### src/rtl/op_rsl_wb_arbiter_if.sv
// op_rsl_wb_arbiter_if
//   Bundles the four op_rsl result channels, the flush input, the write-back
//   output stage and the per-channel grant counters of op_rsl_wb_arbiter.
//   slave  : arbiter view (channel valid/data/tag, flush, wb_ready in;
//            channel ready, wb_*, grant counters out)
//   master : issue-stage / consumer / bench view (directions reversed)
interface op_rsl_wb_arbiter_if #(
  parameter int DW = 64,
  parameter int TW = 6,
  parameter int CW = 16
);
  logic          io_flush;

  logic          io_is_op_rsl_0_valid;
  logic          io_is_op_rsl_1_valid;
  logic          io_is_op_rsl_2_valid;
  logic          io_is_op_rsl_3_valid;
  logic          io_is_op_rsl_0_ready;
  logic          io_is_op_rsl_1_ready;
  logic          io_is_op_rsl_2_ready;
  logic          io_is_op_rsl_3_ready;
  logic [DW-1:0] io_is_op_rsl_0_data;
  logic [DW-1:0] io_is_op_rsl_1_data;
  logic [DW-1:0] io_is_op_rsl_2_data;
  logic [DW-1:0] io_is_op_rsl_3_data;
  logic [TW-1:0] io_is_op_rsl_0_tag;
  logic [TW-1:0] io_is_op_rsl_1_tag;
  logic [TW-1:0] io_is_op_rsl_2_tag;
  logic [TW-1:0] io_is_op_rsl_3_tag;

  logic          io_wb_valid;
  logic          io_wb_ready;
  logic [DW-1:0] io_wb_data;
  logic [TW-1:0] io_wb_tag;
  logic [1:0]    io_wb_src;

  logic [CW-1:0] io_grant_cnt_0;
  logic [CW-1:0] io_grant_cnt_1;
  logic [CW-1:0] io_grant_cnt_2;
  logic [CW-1:0] io_grant_cnt_3;

  modport slave (
    input  io_flush,
    input  io_is_op_rsl_0_valid, io_is_op_rsl_1_valid, io_is_op_rsl_2_valid, io_is_op_rsl_3_valid,
    output io_is_op_rsl_0_ready, io_is_op_rsl_1_ready, io_is_op_rsl_2_ready, io_is_op_rsl_3_ready,
    input  io_is_op_rsl_0_data, io_is_op_rsl_1_data, io_is_op_rsl_2_data, io_is_op_rsl_3_data,
    input  io_is_op_rsl_0_tag, io_is_op_rsl_1_tag, io_is_op_rsl_2_tag, io_is_op_rsl_3_tag,
    output io_wb_valid,
    input  io_wb_ready,
    output io_wb_data, io_wb_tag, io_wb_src,
    output io_grant_cnt_0, io_grant_cnt_1, io_grant_cnt_2, io_grant_cnt_3
  );

  modport master (
    output io_flush,
    output io_is_op_rsl_0_valid, io_is_op_rsl_1_valid, io_is_op_rsl_2_valid, io_is_op_rsl_3_valid,
    input  io_is_op_rsl_0_ready, io_is_op_rsl_1_ready, io_is_op_rsl_2_ready, io_is_op_rsl_3_ready,
    output io_is_op_rsl_0_data, io_is_op_rsl_1_data, io_is_op_rsl_2_data, io_is_op_rsl_3_data,
    output io_is_op_rsl_0_tag, io_is_op_rsl_1_tag, io_is_op_rsl_2_tag, io_is_op_rsl_3_tag,
    input  io_wb_valid,
    output io_wb_ready,
    input  io_wb_data, io_wb_tag, io_wb_src,
    input  io_grant_cnt_0, io_grant_cnt_1, io_grant_cnt_2, io_grant_cnt_3
  );
endinterface

### src/rtl/op_rsl_wb_arbiter.sv
// op_rsl_wb_arbiter
//   Round-robin arbiter sharing one register-file write-back port between the
//   four op_rsl issue channels. At most one channel is granted per cycle; the
//   winner is registered into a single-entry output stage. Per-channel
//   saturating grant counters record accepted transfers.
//   clock   : rising-edge clock
//   reset_n : asynchronous active-low reset
//   bus     : channel handshakes, flush, write-back stage, grant counters
module op_rsl_wb_arbiter #(
  parameter int DW = 64,
  parameter int TW = 6,
  parameter int CW = 16
) (
  input  logic               clock,
  input  logic               reset_n,
  op_rsl_wb_arbiter_if.slave bus
);

  logic [3:0]    valid;
  logic [DW-1:0] in_data [4];
  logic [TW-1:0] in_tag  [4];

  assign valid      = {bus.io_is_op_rsl_3_valid, bus.io_is_op_rsl_2_valid,
                       bus.io_is_op_rsl_1_valid, bus.io_is_op_rsl_0_valid};
  assign in_data[0] = bus.io_is_op_rsl_0_data;
  assign in_data[1] = bus.io_is_op_rsl_1_data;
  assign in_data[2] = bus.io_is_op_rsl_2_data;
  assign in_data[3] = bus.io_is_op_rsl_3_data;
  assign in_tag[0]  = bus.io_is_op_rsl_0_tag;
  assign in_tag[1]  = bus.io_is_op_rsl_1_tag;
  assign in_tag[2]  = bus.io_is_op_rsl_2_tag;
  assign in_tag[3]  = bus.io_is_op_rsl_3_tag;

  logic          wb_valid_q, wb_valid_d;
  logic [DW-1:0] wb_data_q,  wb_data_d;
  logic [TW-1:0] wb_tag_q,   wb_tag_d;
  logic [1:0]    wb_src_q,   wb_src_d;
  logic [1:0]    ptr_q,      ptr_d;
  logic [CW-1:0] cnt_q [4];
  logic [CW-1:0] cnt_d [4];

  logic          load_en;
  logic          found;
  logic [1:0]    win;
  logic [1:0]    idx;
  logic          xfer;
  logic [3:0]    ready;

  always_comb begin
    load_en = !bus.io_flush && (!wb_valid_q || bus.io_wb_ready);

    // First valid channel scanning upward from ptr, wrapping mod 4.
    found = 1'b0;
    win   = '0;
    idx   = '0;
    for (int unsigned i = 0; i < 4; i++) begin
      idx = ptr_q + 2'(i);
      if (!found && valid[idx]) begin
        found = 1'b1;
        win   = idx;
      end
    end

    // reset_n gating keeps every ready low while reset is held, even though
    // the cleared output stage would otherwise look loadable.
    xfer  = reset_n && load_en && found;
    ready = '0;
    if (xfer) ready[win] = 1'b1;

    wb_valid_d = wb_valid_q;
    wb_data_d  = wb_data_q;
    wb_tag_d   = wb_tag_q;
    wb_src_d   = wb_src_q;
    ptr_d      = ptr_q;
    for (int unsigned k = 0; k < 4; k++) cnt_d[k] = cnt_q[k];

    if (bus.io_flush) begin
      wb_valid_d = 1'b0;
    end else if (xfer) begin
      wb_valid_d = 1'b1;
      wb_data_d  = in_data[win];
      wb_tag_d   = in_tag[win];
      wb_src_d   = win;
      ptr_d      = win + 2'd1;
      if (cnt_q[win] != '1) cnt_d[win] = cnt_q[win] + CW'(1);
    end else if (wb_valid_q && bus.io_wb_ready) begin
      wb_valid_d = 1'b0;
    end
  end

  always_ff @(posedge clock or negedge reset_n) begin
    if (!reset_n) begin
      wb_valid_q <= 1'b0;
      wb_data_q  <= '0;
      wb_tag_q   <= '0;
      wb_src_q   <= '0;
      ptr_q      <= '0;
      for (int unsigned k = 0; k < 4; k++) cnt_q[k] <= '0;
    end else begin
      wb_valid_q <= wb_valid_d;
      wb_data_q  <= wb_data_d;
      wb_tag_q   <= wb_tag_d;
      wb_src_q   <= wb_src_d;
      ptr_q      <= ptr_d;
      for (int unsigned k = 0; k < 4; k++) cnt_q[k] <= cnt_d[k];
    end
  end

  assign bus.io_is_op_rsl_0_ready = ready[0];
  assign bus.io_is_op_rsl_1_ready = ready[1];
  assign bus.io_is_op_rsl_2_ready = ready[2];
  assign bus.io_is_op_rsl_3_ready = ready[3];
  assign bus.io_wb_valid          = wb_valid_q;
  assign bus.io_wb_data           = wb_data_q;
  assign bus.io_wb_tag            = wb_tag_q;
  assign bus.io_wb_src            = wb_src_q;
  assign bus.io_grant_cnt_0       = cnt_q[0];
  assign bus.io_grant_cnt_1       = cnt_q[1];
  assign bus.io_grant_cnt_2       = cnt_q[2];
  assign bus.io_grant_cnt_3       = cnt_q[3];

endmodule

### src/flat_wrapper.sv
// flat-port wrapper written by rule: the top's interface ports become plain ports
module op_rsl_wb_arbiter_flat 
#(
  parameter int DW = 64,
  parameter int TW = 6,
  parameter int CW = 16
)
  (clock, reset_n, bus_io_flush, bus_io_is_op_rsl_0_valid, bus_io_is_op_rsl_1_valid, bus_io_is_op_rsl_2_valid, bus_io_is_op_rsl_3_valid, bus_io_is_op_rsl_0_ready, bus_io_is_op_rsl_1_ready, bus_io_is_op_rsl_2_ready, bus_io_is_op_rsl_3_ready, bus_io_is_op_rsl_0_data, bus_io_is_op_rsl_1_data, bus_io_is_op_rsl_2_data, bus_io_is_op_rsl_3_data, bus_io_is_op_rsl_0_tag, bus_io_is_op_rsl_1_tag, bus_io_is_op_rsl_2_tag, bus_io_is_op_rsl_3_tag, bus_io_wb_valid, bus_io_wb_ready, bus_io_wb_data, bus_io_wb_tag, bus_io_wb_src, bus_io_grant_cnt_0, bus_io_grant_cnt_1, bus_io_grant_cnt_2, bus_io_grant_cnt_3);
  op_rsl_wb_arbiter_if #(.DW(DW), .TW(TW), .CW(CW)) bus_i ();
  input  logic clock;
  input  logic reset_n;
  input wire logic [$bits(bus_i.io_flush)-1:0] bus_io_flush;
  input wire logic [$bits(bus_i.io_is_op_rsl_0_valid)-1:0] bus_io_is_op_rsl_0_valid;
  input wire logic [$bits(bus_i.io_is_op_rsl_1_valid)-1:0] bus_io_is_op_rsl_1_valid;
  input wire logic [$bits(bus_i.io_is_op_rsl_2_valid)-1:0] bus_io_is_op_rsl_2_valid;
  input wire logic [$bits(bus_i.io_is_op_rsl_3_valid)-1:0] bus_io_is_op_rsl_3_valid;
  output wire logic [$bits(bus_i.io_is_op_rsl_0_ready)-1:0] bus_io_is_op_rsl_0_ready;
  output wire logic [$bits(bus_i.io_is_op_rsl_1_ready)-1:0] bus_io_is_op_rsl_1_ready;
  output wire logic [$bits(bus_i.io_is_op_rsl_2_ready)-1:0] bus_io_is_op_rsl_2_ready;
  output wire logic [$bits(bus_i.io_is_op_rsl_3_ready)-1:0] bus_io_is_op_rsl_3_ready;
  input wire logic [$bits(bus_i.io_is_op_rsl_0_data)-1:0] bus_io_is_op_rsl_0_data;
  input wire logic [$bits(bus_i.io_is_op_rsl_1_data)-1:0] bus_io_is_op_rsl_1_data;
  input wire logic [$bits(bus_i.io_is_op_rsl_2_data)-1:0] bus_io_is_op_rsl_2_data;
  input wire logic [$bits(bus_i.io_is_op_rsl_3_data)-1:0] bus_io_is_op_rsl_3_data;
  input wire logic [$bits(bus_i.io_is_op_rsl_0_tag)-1:0] bus_io_is_op_rsl_0_tag;
  input wire logic [$bits(bus_i.io_is_op_rsl_1_tag)-1:0] bus_io_is_op_rsl_1_tag;
  input wire logic [$bits(bus_i.io_is_op_rsl_2_tag)-1:0] bus_io_is_op_rsl_2_tag;
  input wire logic [$bits(bus_i.io_is_op_rsl_3_tag)-1:0] bus_io_is_op_rsl_3_tag;
  output wire logic [$bits(bus_i.io_wb_valid)-1:0] bus_io_wb_valid;
  input wire logic [$bits(bus_i.io_wb_ready)-1:0] bus_io_wb_ready;
  output wire logic [$bits(bus_i.io_wb_data)-1:0] bus_io_wb_data;
  output wire logic [$bits(bus_i.io_wb_tag)-1:0] bus_io_wb_tag;
  output wire logic [$bits(bus_i.io_wb_src)-1:0] bus_io_wb_src;
  output wire logic [$bits(bus_i.io_grant_cnt_0)-1:0] bus_io_grant_cnt_0;
  output wire logic [$bits(bus_i.io_grant_cnt_1)-1:0] bus_io_grant_cnt_1;
  output wire logic [$bits(bus_i.io_grant_cnt_2)-1:0] bus_io_grant_cnt_2;
  output wire logic [$bits(bus_i.io_grant_cnt_3)-1:0] bus_io_grant_cnt_3;
  assign bus_i.io_flush = bus_io_flush;
  assign bus_i.io_is_op_rsl_0_valid = bus_io_is_op_rsl_0_valid;
  assign bus_i.io_is_op_rsl_1_valid = bus_io_is_op_rsl_1_valid;
  assign bus_i.io_is_op_rsl_2_valid = bus_io_is_op_rsl_2_valid;
  assign bus_i.io_is_op_rsl_3_valid = bus_io_is_op_rsl_3_valid;
  assign bus_io_is_op_rsl_0_ready = bus_i.io_is_op_rsl_0_ready;
  assign bus_io_is_op_rsl_1_ready = bus_i.io_is_op_rsl_1_ready;
  assign bus_io_is_op_rsl_2_ready = bus_i.io_is_op_rsl_2_ready;
  assign bus_io_is_op_rsl_3_ready = bus_i.io_is_op_rsl_3_ready;
  assign bus_i.io_is_op_rsl_0_data = bus_io_is_op_rsl_0_data;
  assign bus_i.io_is_op_rsl_1_data = bus_io_is_op_rsl_1_data;
  assign bus_i.io_is_op_rsl_2_data = bus_io_is_op_rsl_2_data;
  assign bus_i.io_is_op_rsl_3_data = bus_io_is_op_rsl_3_data;
  assign bus_i.io_is_op_rsl_0_tag = bus_io_is_op_rsl_0_tag;
  assign bus_i.io_is_op_rsl_1_tag = bus_io_is_op_rsl_1_tag;
  assign bus_i.io_is_op_rsl_2_tag = bus_io_is_op_rsl_2_tag;
  assign bus_i.io_is_op_rsl_3_tag = bus_io_is_op_rsl_3_tag;
  assign bus_io_wb_valid = bus_i.io_wb_valid;
  assign bus_i.io_wb_ready = bus_io_wb_ready;
  assign bus_io_wb_data = bus_i.io_wb_data;
  assign bus_io_wb_tag = bus_i.io_wb_tag;
  assign bus_io_wb_src = bus_i.io_wb_src;
  assign bus_io_grant_cnt_0 = bus_i.io_grant_cnt_0;
  assign bus_io_grant_cnt_1 = bus_i.io_grant_cnt_1;
  assign bus_io_grant_cnt_2 = bus_i.io_grant_cnt_2;
  assign bus_io_grant_cnt_3 = bus_i.io_grant_cnt_3;
  op_rsl_wb_arbiter #(.DW(DW), .TW(TW), .CW(CW)) u_core (.clock(clock), .reset_n(reset_n), .bus(bus_i));
endmodule
### config.mk
export PLATFORM = sky130hd
export DESIGN_NAME = op_rsl_wb_arbiter_flat
export DESIGN_NICKNAME = d
export VERILOG_FILES = /design/src/rtl/op_rsl_wb_arbiter_if.sv /design/src/rtl/op_rsl_wb_arbiter.sv /design/src/flat_wrapper.sv
export SDC_FILE = /design/constraint.sdc
export NUM_CORES = 1
export LEC_CHECK = 0
export ABC_AREA = 1
export BUFFER_PORTS_ARGS = -buffer_cell sky130_fd_sc_hd__clkbuf_2
export CAP_MARGIN = 10
export CORE_MARGIN = 4
export CORE_UTILIZATION = 25
export DETAILED_ROUTE_END_ITERATION = 12
export GPL_TIMING_DRIVEN = 0
export PLACE_DENSITY_LB_ADDON = 0.08
export SYNTH_ARGS = -nofsm -noshare
export SYNTH_HDL_FRONTEND = slang
export SYNTH_SLANG_ARGS = --single-unit
### constraint.sdc
create_clock -name clock -period 3.9 [get_ports clock]
set_input_delay 0.585 -clock clock [delete_from_list [all_inputs] [get_ports clock]]
set_output_delay 0.585 -clock clock [all_outputs]
set_load 0.05 [all_outputs]
==> metrics.txt <==
setup violators final 0; Synth Register Bits 139; DRT Wirelength 41800 um; initial antenna violation count 1; clock tree buffer depth 2; Pre-antenna DRT Iters 4; pin count of the biggest net entering global routing 76; Clock Latency Late Sink 0.44 ns; outcome finished clean; r2r startpoint u_core.ptr_q[0]; crit-path max FO 11; fin. max-slew vios 0; depth of the most critical reg-to-reg path 21; Worst Max-Slew Pin Slew 0.621 ns; Worst Skew 0.00959 ns; layout cells sized above 1 35.6%; grt ovf 0; Synth area leaders dfrtp_1 (39%), nand2_1 (15%), o211ai_1 (6.7%); YS warnings 0; Max-Cap Viols 0; Clock H-tree levels 4; Iteration-0 DRC Markers 453; GP Congestion 0.869; CTS tree built; CP Launch Type flip-flop; Synth-to-Final Area Change 38.3%; Unique masters post-synth 39; num ports 429; largest area contributor in the netlist dfrtp_1; antenna fix cells 0; DRC 0; worst reg2reg endpoint u_core.bus.io_grant_cnt_0[4]; register-to-register setup slack 0.47 ns; placed cells 2075; RSZ-0062 raised after global routing no; first-pass GRT wire length 63100 um; sequential-to-total area share from yosys stat 39.0%; worst path arrival time 3.07 ns; worst min-delay path class input port to asynchronous set/reset pin; clk sinks 139; Die W 197 um; kind of critical path flip-flop to output port; clock transition at the registers of the reported paths 0.06 ns; DR WL/cell 19.9 um; Post-Synthesis Cells 1191; CP Data Required Time 3.31 ns; FP Rows 68; PortBufs 428; Slew headroom 58.6%; Synth Net Count 1484; met2 Track Usage GR 37.6%; Initial Util 25.5%; via count of the first global-routing pass 10200; setup bufs post-CTS 0; total track usage 21.4%; gr busiest metal met2; Period Utilization, post-route 93.6%; met3 GRT Util 4.75%; Period minus WS final 3.65 ns; synthesized area 8910 sq um; final std cells w/o fill 2100; Root Buffer clkbuf_16; Detailed Place HPWL 34300 um; vias per cell 4.64; global-route met1 utilization 26.7%; Die ar. 38700 sq um; crit path capture type output port; Num CTS Buffers 17; Mean Syn Cell Area 7.48 sq um; Detail Route Antenna Nets 0; post-layout net count 1926; Core Box Area 34900 sq um; Via Count 9734; Die H 197 um; share of the synthesized area in the top cell type 39.0%; Hold Vio Cnt, Final 0; Peak Freq 274 MHz
layout by cell type (no fill, tap or decap), types with 5 or more instances in the layout:
master     instances
inv_1             74
nand2_1          360
inv_2              9
o21ai_0           56
dfrtp_1          139
mux2i_1           37
o21ai_1           31
a221o_1            5
buf_1              6
or2_2             42
buf_6             13
ha_1               5
clkbuf_1          30
nor2_4             5
xor2_1             5
nand4_1           34
a31oi_1           23
a21oi_1            5
clkbuf_16         17
o211ai_1          79
clkbuf_8           6
o21bai_1          23
nand3_1           55
buf_2             19
nor2_1            87
clkbuf_2         424
nand2_2           17
final cells by class:
class | count | area, sq um
Sequential cell | 139 | 3480
Clock inverter | 11 | 168
Timing Repair Buffer | 429 | 2200
Multi-Input combinational cell | 887 | 4690
Tap cell | 455 | 569
Inverter | 87 | 342
Buffer | 72 | 412
Clock buffer | 20 | 467
Fill cell | 3910 | 22600
per-stage QoR:
stage               setup TNS, ns  instance area, sq um  worst slack (ns)  utilization, %  hold WS [ns]
detailed placement         -36.80                 11700            -0.947            33.4         0.476
finish                          0                 12300             0.248            35.3         0.149
global route                    0                 12300            0.0439            35.3         0.178
global placement          -282.19                 11600             -2.04            33.3         0.471
floorplan                       0                  8910             0.142               -         0.289
CTS                             0                 12300            0.0102            35.4         0.168
worst max-delay path, stage by stage, from the launching register on:
cell and delay, ns:
dfrtp_1 0.37, buf_6 0.15, inv_6 0.09, nand2_1 0.07, nand3_1 0.10, nand2_2 0.10, nor2_4 0.16, nand3_1 0.08
nand3_1 0.09, nand2_2 0.09, clkinv_4 0.11, buf_6 0.18, buf_2 0.31, ha_1 0.20, inv_1 0.06, nor2_4 0.21
clkbuf_8 0.24
worst max path at each step:
stage,startpoint,end,depth (start not counted)
floorplan,bus_io_is_op_rsl_3_valid,bus_io_is_op_rsl_2_ready,14
global placement,reset_n,bus_io_is_op_rsl_2_ready,6
detailed placement,bus_io_is_op_rsl_3_valid,bus_io_is_op_rsl_2_ready,16
CTS,u_core.ptr_q[0],bus_io_is_op_rsl_1_ready,16
global route,u_core.ptr_q[0],bus_io_is_op_rsl_3_ready,16
finish,u_core.ptr_q[0],bus_io_is_op_rsl_3_ready,16
flip-flops by register name, indices dropped and copies added (netlist names):
signal / count
u_core.bus.io_wb_src: 2
u_core.bus.io_grant_cnt_1: 16
u_core.bus.io_wb_tag: 6
u_core.bus.io_wb_valid: 1
u_core.ptr_q: 2
u_core.bus.io_wb_data: 64
u_core.bus.io_grant_cnt_3: 16
u_core.bus.io_grant_cnt_0: 16
u_core.bus.io_grant_cnt_2: 16
cells by family after synthesis:
family / synth area share [%]
fa+ha+maj: 0.702
buf+inv: 8.62
simple gates: 30.9
flops: 39.0
xor+xnor: 0.590
mux: 4.16
compound gates: 16.0
layer usage:
layer / part of all wire, % / vias to the layer above / wire length, um
li1: - / 4849 / -
met1: 43 / 4557 / 17900
met2: 50 / 298 / 20900
met3: 5.7 / 28 / 2390
met4: 1.5 / 2 / 608
met5: 0.048 / - / 20
synth_stat cells (all sizes together):
| library cell | count |
|---|---|
| o21ai | 87 |
| a21oi | 5 |
| o21bai | 23 |
| xor2 | 5 |
| clkbuf | 34 |
| nor2 | 97 |
| dfrtp | 139 |
| a221o | 5 |
| buf | 44 |
| clkinv | 2 |
| inv | 85 |
| or2 | 42 |
| a31oi | 23 |
| xnor2 | 1 |
| o31ai | 1 |
| nand4 | 35 |
| mux2i | 37 |
| ha | 5 |
| o211ai | 79 |
| nand3 | 59 |
| nor3b | 1 |
| nand2 | 381 |
| nand3b | 1 |
what timing repair did:
| item | in CTS | in global routing |
|---|---|---|
| hold buffers | 0 | 0 |
| resized for setup | 18 | 4 |
| pin swaps | 0 | 0 |
| setup endpoints to repair | 68 | 4 |
| hold endpoints to repair | 0 | 0 |
Power is left out: the tool's default activity adds up to more than one toggle a clock period on the data nets, which glitch-free logic cannot reach.
